File: src/rtl/drive_ramp_sequencer_pkg.sv
// Shared types and helpers for the segmented-driver ramp sequencer.
`timescale 1ns/1ps
package drive_ramp_sequencer_pkg;

  // Default number of driver segments, and the largest supported bank.
  localparam int NSEG_DEF  = 16;
  localparam int SEG_MAX   = 32;
  localparam int CNT_MAX_W = 6;   // $clog2(SEG_MAX + 1)

  // Sequencer states: idle low, ramping up, idle high, ramping down.
  typedef enum logic [1:0] {
    OFF       = 2'd0,
    RAMP_UP   = 2'd1,
    ON        = 2'd2,
    RAMP_DOWN = 2'd3
  } state_t;

  // Thermometer code: bit i is set when i < n, so the LSB segment is first on.
  function automatic logic [SEG_MAX-1:0] thermo(input logic [CNT_MAX_W-1:0] n);
    logic [SEG_MAX-1:0] t;
    t = '0;
    for (int i = 0; i < SEG_MAX; i++) begin
      t[i] = (i < int'(n));
    end
    return t;
  endfunction

endpackage

File: src/rtl/drive_ramp_timer.sv
// Step-interval timer: loads on a step, counts down, holds at zero.
`timescale 1ns/1ps
module drive_ramp_timer #(
  parameter int STEP_W = 4
) (
  input  logic              clk,
  input  logic              rn,
  input  logic              load,
  input  logic [STEP_W-1:0] load_val,
  output logic              tick
);

  logic [STEP_W-1:0] tmr;

  // Interval counter: reload on a step, otherwise decrement down to zero.
  // NOTE: sequential state is written with <= so every flop samples pre-edge values.
  always_ff @(posedge clk or negedge rn) begin
    if (!rn) begin
      tmr <= '0;
    end else if (load) begin
      tmr <= load_val;
    end else if (tmr != '0) begin
      tmr <= tmr - STEP_W'(1);
    end
  end

  // A step is allowed only once the interval has fully elapsed.
  assign tick = (tmr == '0);

endmodule

File: src/rtl/drive_ramp_sequencer.sv
// Ramps a bank of driver segment enables on/off one segment per interval.
`timescale 1ns/1ps
module drive_ramp_sequencer
  import drive_ramp_sequencer_pkg::*;
#(
  parameter int NSEG   = NSEG_DEF,
  parameter int STEP_W = 4
) (
  input  logic              clk,
  input  logic              rn,
  inout  wire               vdd,
  inout  wire               vss,
  input  logic              en,
  input  logic [STEP_W-1:0] step,
  output logic [NSEG-1:0]   seg_en,
  output logic              busy,
  output logic              full,
  output logic              done
);

  localparam int            CW       = $clog2(NSEG + 1);
  localparam logic [CW-1:0] CNT_FULL = CW'(NSEG);

  state_t          state, state_nxt;
  logic [CW-1:0]   cnt, cnt_nxt;
  logic [NSEG-1:0] seg_nxt;
  logic            tick;
  logic            step_up, step_dn;
  logic            enter_idle;

  // Supply pins carry no logic; they are only tied off here.
  wire unused_supply = vdd | vss;

  drive_ramp_timer #(
    .STEP_W (STEP_W)
  ) u_timer (
    .clk      (clk),
    .rn       (rn),
    .load     (step_up | step_dn),
    .load_val (step),
    .tick     (tick)
  );

  // Step decision: direction from the sampled level request, gated by the timer.
  // NOTE: every always_comb output gets a default first so no latch is inferred.
  always_comb begin
    step_up = tick && en && (cnt != CNT_FULL);
    step_dn = tick && !en && (cnt != '0);
    cnt_nxt = cnt;
    if (step_up) begin
      cnt_nxt = cnt + CW'(1);
    end else if (step_dn) begin
      cnt_nxt = cnt - CW'(1);
    end
  end

  // Next-state logic; reversals switch direction without touching the timer.
  always_comb begin
    state_nxt = state;
    case (state)
      OFF: begin
        if (en) state_nxt = RAMP_UP;
      end
      RAMP_UP: begin
        if (!en)                    state_nxt = (cnt_nxt == '0) ? OFF : RAMP_DOWN;
        else if (cnt_nxt == CNT_FULL) state_nxt = ON;
      end
      ON: begin
        if (!en) state_nxt = RAMP_DOWN;
      end
      RAMP_DOWN: begin
        if (en)                 state_nxt = (cnt_nxt == CNT_FULL) ? ON : RAMP_UP;
        else if (cnt_nxt == '0) state_nxt = OFF;
      end
      default: state_nxt = OFF;
    endcase
  end

  // Decode the next count and detect arrival at either idle level.
  always_comb begin
    seg_nxt    = NSEG'(thermo(CNT_MAX_W'(cnt_nxt)));
    enter_idle = ((state_nxt == ON)  && (state != ON)) ||
                 ((state_nxt == OFF) && (state != OFF));
  end

  // State, count and all outputs are registered; nothing reaches them from en directly.
  always_ff @(posedge clk or negedge rn) begin
    if (!rn) begin
      state  <= OFF;
      cnt    <= '0;
      seg_en <= '0;
      busy   <= 1'b0;
      full   <= 1'b0;
      done   <= 1'b0;
    end else begin
      state  <= state_nxt;
      cnt    <= cnt_nxt;
      seg_en <= seg_nxt;
      busy   <= (state_nxt == RAMP_UP) || (state_nxt == RAMP_DOWN);
      full   <= (cnt_nxt == CNT_FULL);
      done   <= enter_idle;
    end
  end

endmodule

File: config.mk
export PLATFORM = sky130hd
export DESIGN_NAME = drive_ramp_sequencer
export DESIGN_NICKNAME = d
export VERILOG_FILES = /design/src/rtl/drive_ramp_sequencer_pkg.sv /design/src/rtl/drive_ramp_timer.sv /design/src/rtl/drive_ramp_sequencer.sv
export SDC_FILE = /design/constraint.sdc
export NUM_CORES = 1
export LEC_CHECK = 0
export BUFFER_PORTS_ARGS = -buffer_cell sky130_fd_sc_hd__buf_2
export CORE_UTILIZATION = 54
export DETAILED_ROUTE_END_ITERATION = 10
export PLACE_DENSITY = 0.74
export SETUP_SLACK_MARGIN = 0.5
export SYNTH_ARGS = -nofsm -noshare
export SYNTH_HDL_FRONTEND = slang
export SYNTH_SLANG_ARGS = --single-unit
File: constraint.sdc
create_clock -name clk -period 3.25 [get_ports clk]
set_input_delay 0.4875 -clock clk [delete_from_list [all_inputs] [get_ports clk]]
set_output_delay 0.4875 -clock clk [all_outputs]
set_load 0.02 [all_outputs]
==> summary.txt <==
Status
  – Outcome: finished clean

CTS
  – Number of clock sinks: 28
  – CTS buffer count: 3
  – Clock tree buffer depth: 2
  – Clock root buffer: clkbuf_4
  – Clock tree from TritonCTS: built
  – Number of H-tree branching levels: 1
  – Worst-skew pair later-pin latency: 0.32 ns
  – Register clock-pin slew on the reported worst setup and hold paths: 0.15 ns

Floorplan
  – Number of top-level pins: 28
  – Die Footprint: 2840 um2
  – Placeable core area: 2480 um2
  – Floorplan die width: 53.3 um
  – Number of cell rows: 18
  – Initial Utilization: 57.4%
  – Height of the die: 53.3 um

Synthesis
  – Share of the synthesized area in the top cell type: 49.3%
  – FFs w/ async S/R, synth: 100%
  – Netlist area before placement: 1420 um2
  – Nets in the synthesized netlist: 150
  – Mapped Cells: 137
  – #FFs+latches synth: 28
  – Adder-cell area share of the yosys netlist: 3.52%
  – Count of flip-flops with a built-in enable after synthesis: 0
  – Post-synthesis share of cell area spent on xor and xnor gates: 3.08%
  – Compound-cell area share of the yosys netlist: 18.1%
  – Share of the yosys chip area belonging to registers: 49.3%
  – Number of distinct library cells after synthesis: 46
  – Yosys warns: 0
  – Share of synthesized cell area in and, or, nand and nor gates: 17.7%
  – Cell taking the most area after synthesis: dfrtp_1
  – Main combinational cell family by area after synthesis: compound AO/OA/AOI/OAI gates
  – Multiplexer area fraction after synthesis: 2.99%
  – Mean instance size in the synthesized netlist: 10.4 um2
  – Dominant cells by area after synthesis: dfrtp_1, o21ai_0, ha_1, nand2_1, inv_1
  – Most frequently used flop master after synthesis: dfrtp_1

Routing
  – Routed wire length: 2800 um
  – Wire per inst: 14.4 um
  – Vias per inst: 5.65
  – Number of iterations in the first detailed-routing pass: 4
  – Routed Antenna Nets: 0
  – DR DRC count: 0
  – DRT iter0 DRCs: 18
  – Count of vias placed by the detailed router: 1,096

Global routing
  – Pin count of the biggest net entering global routing: 29
  – Global-route wire length before repair: 4580 um
  – GR Overflow Total: 0
  – Via count of the first global-routing pass: 1,010
  – Total Routing Usage GR: 22.1%
  – Antenna violations before repair: 0

Job
  – Number of max-cap violations: 0

Setup path
  – Critical path start-end classification: flip-flop to flip-flop
  – Required time of the worst setup path: 3.47 ns
  – Crit Path Max Fanout: 12
  – Cell at the slowest stage of the critical path: or4b_1
  – Number of cells on the worst reg-to-reg path: 8
  – Kind of start point of the critical path: flip-flop
  – Stages on worst setup path: 8
  – Critical Path, Cell by Cell: inv_1 -> ha_1 -> or3b_4 -> a21oi_4 -> xnor2_2 -> or4b_1 -> o21ai_0 -> o22ai_1
  – Number of buffers and inverters on the critical path: 1
  – Worst Path Arrival: 2.79 ns
  – Family with the most delay on the worst path: simple AND/OR/NAND/NOR gates
  – Stage delay of the slowest cell on the critical path: 0.50 ns
  – Crit. End Element: flip-flop

STA
  – Relative slew slack: 59.0%
  – Setup violation total in the final timing report: 0
  – Minimum period implied by the final worst setup slack: 2.57 ns
  – Final WS setup: 0.680 ns
  – Hold Fails Final Rpt: 0
  – Worst-Margin Slew: 0.614 ns
  – Clock tree skew after final layout: 0.00360 ns
  – Final worst-path cycle share: 79.1%
  – Setup repair after global routing missed its margin: false
  – Fmax: 0.389 GHz
  – Final sum of negative setup slack: 0 ns
  – Max-slew violation total from the final report: 0
  – Count of endpoints without a timing constraint: 2

Power
  – Worst-case vdd ir drop: 535 uV
  – Leakage component of the power: 0.671 nW
  – Power Dens Cells: 954 nW/um2

Final layout
  – Proportion of layout cells with a drive suffix above 1: 29.9%
  – Area grow syn2layout: 16.5%
  – Area taken by multi-input logic gates: 663 um2
  – Layout Nets: 178
  – Finished Core Util: 66.9%
  – Seq. cell area: 701 um2
  – Number of filler cells placed in the layout: 197
  – Antenna fix cells: 0

Min path
  – Worst hold path type: input port to asynchronous set/reset pin

Placement
  – Port-buffer cells: 25
  – Placed wire-length estimate: 1970 um
  – Routability cong.: 0.806
  – Worst-case setup slack after placement: 0.441 ns
-- metrics by stage --
stage | hold WS, ns | power, mW | area (um2) | std cells
final | 0.153 | 1.58 | 1660 | 194
after global routing | 0.178 | 1.71 | 1660 | 194
after CTS | 0.166 | 1.54 | 1620 | 190
after detailed placement | 0.535 | 1.30 | 1560 | 186
after global placement | 0.522 | 1.27 | 1560 | 186
after floorplan | 0.192 | 1.12 | 1420 | 137
-- cells in the final DEF, fill, tap and decap left out, drive strengths merged, types with 2 or more instances in the layout --
cell,count
nor3,3
or3b,2
nor3b,3
dfrtp,28
buf,30
nor2,6
nand3,4
nand2,13
a21oi,3
mux2,2
ha,4
mux2i,2
and3,2
clkbuf,3
nand2b,2
or3,2
xnor2,4
a211oi,2
nor4,2
a21o,3
inv,11
o21ai,14
-- worst register-to-register path, cell delays in order (launching register included) --
cell	delay, ns
dfrtp_1	0.41
inv_1	0.12
ha_1	0.22
or3b_4	0.47
a21oi_4	0.26
xnor2_2	0.22
or4b_1	0.50
o21ai_0	0.17
o22ai_1	0.09
-- report_power, final --
group / internal (mW) / switching [mW]
Sequential: 0.456 / 0.0998
Clock: 0.125 / 0.101
Combinational: 0.328 / 0.472
-- synth_stat cells (3+ instances only) --
| cell | n |
|---|---|
| buf_2 | 4 |
| a21o_1 | 3 |
| nand2_1 | 13 |
| inv_1 | 10 |
| ha_1 | 4 |
| o21ai_0 | 13 |
| nor2_1 | 6 |
| dfrtp_1 | 28 |
| xnor2_1 | 4 |
| nor3_1 | 3 |
| nand3_1 | 4 |
-- worst paths after layout --
check | start | to | slack [ns]
max in group asynchronous | rn | seg_en[2]$_DFF_PN0_ | 2.70
worst min-delay path | rn | u_timer.tmr[0]$_DFFE_PN0P_ | 0.15
worst max-delay path | u_timer.tmr[0]$_DFFE_PN0P_ | state[1]$_DFF_PN0_ | 0.68
min in group clk | step[0] | u_timer.tmr[0]$_DFFE_PN0P_ | 0.36
worst min register to register | state[1]$_DFF_PN0_ | state[1]$_DFF_PN0_ | 0.57
worst max register to register | u_timer.tmr[0]$_DFFE_PN0P_ | state[1]$_DFF_PN0_ | 0.68
-- cell type report --
cell class	count	share of cell area, %
Clock buffer	3	1.36
Clock inverter	1	1.81
Inverter	11	2.49
Multi-Input combinational cell	91	40.0
Sequential cell	28	42.3
Tap cell	30	2.26
Timing Repair Buffer	30	9.81
-- logic make-up (layout without fill, tap and decap cells) --
group | Yosys count | count (layout)
and+or+nand+nor | 45 | 45
xor gates and xnor gates | 5 | 5
muxes | 4 | 4
AOI/OAI and AO/OA | 33 | 33
adders and majority gates | 4 | 4
buffers and inverters | 18 | 45
DFF | 28 | 28
-- registers in the layout (all words and copies together) (netlist names) --
name and flops:
busy 1, cnt 5, done 1, full 1, seg_en 15, state 1
u_timer.tmr 4
-- timing repair --
| item | CTS | global route |
|---|---|---|
| setup buffers | 0 | 4 |
| hold buffers | 0 | 0 |
| resized for setup | 1 | 3 |
| pin swaps | 0 | 1 |
| setup endpoints to repair | 4 | 6 |
-- layer usage --
layer  vias up  track usage, %  routed length, um
met5         -               0                  0
met4         0            8.33                 14
met3         2            2.59                 97
met2        24            37.1               1380
met1       540            28.8               1310
li1        530               -                  -
Note: power is estimated with default switching activity, not from simulation.
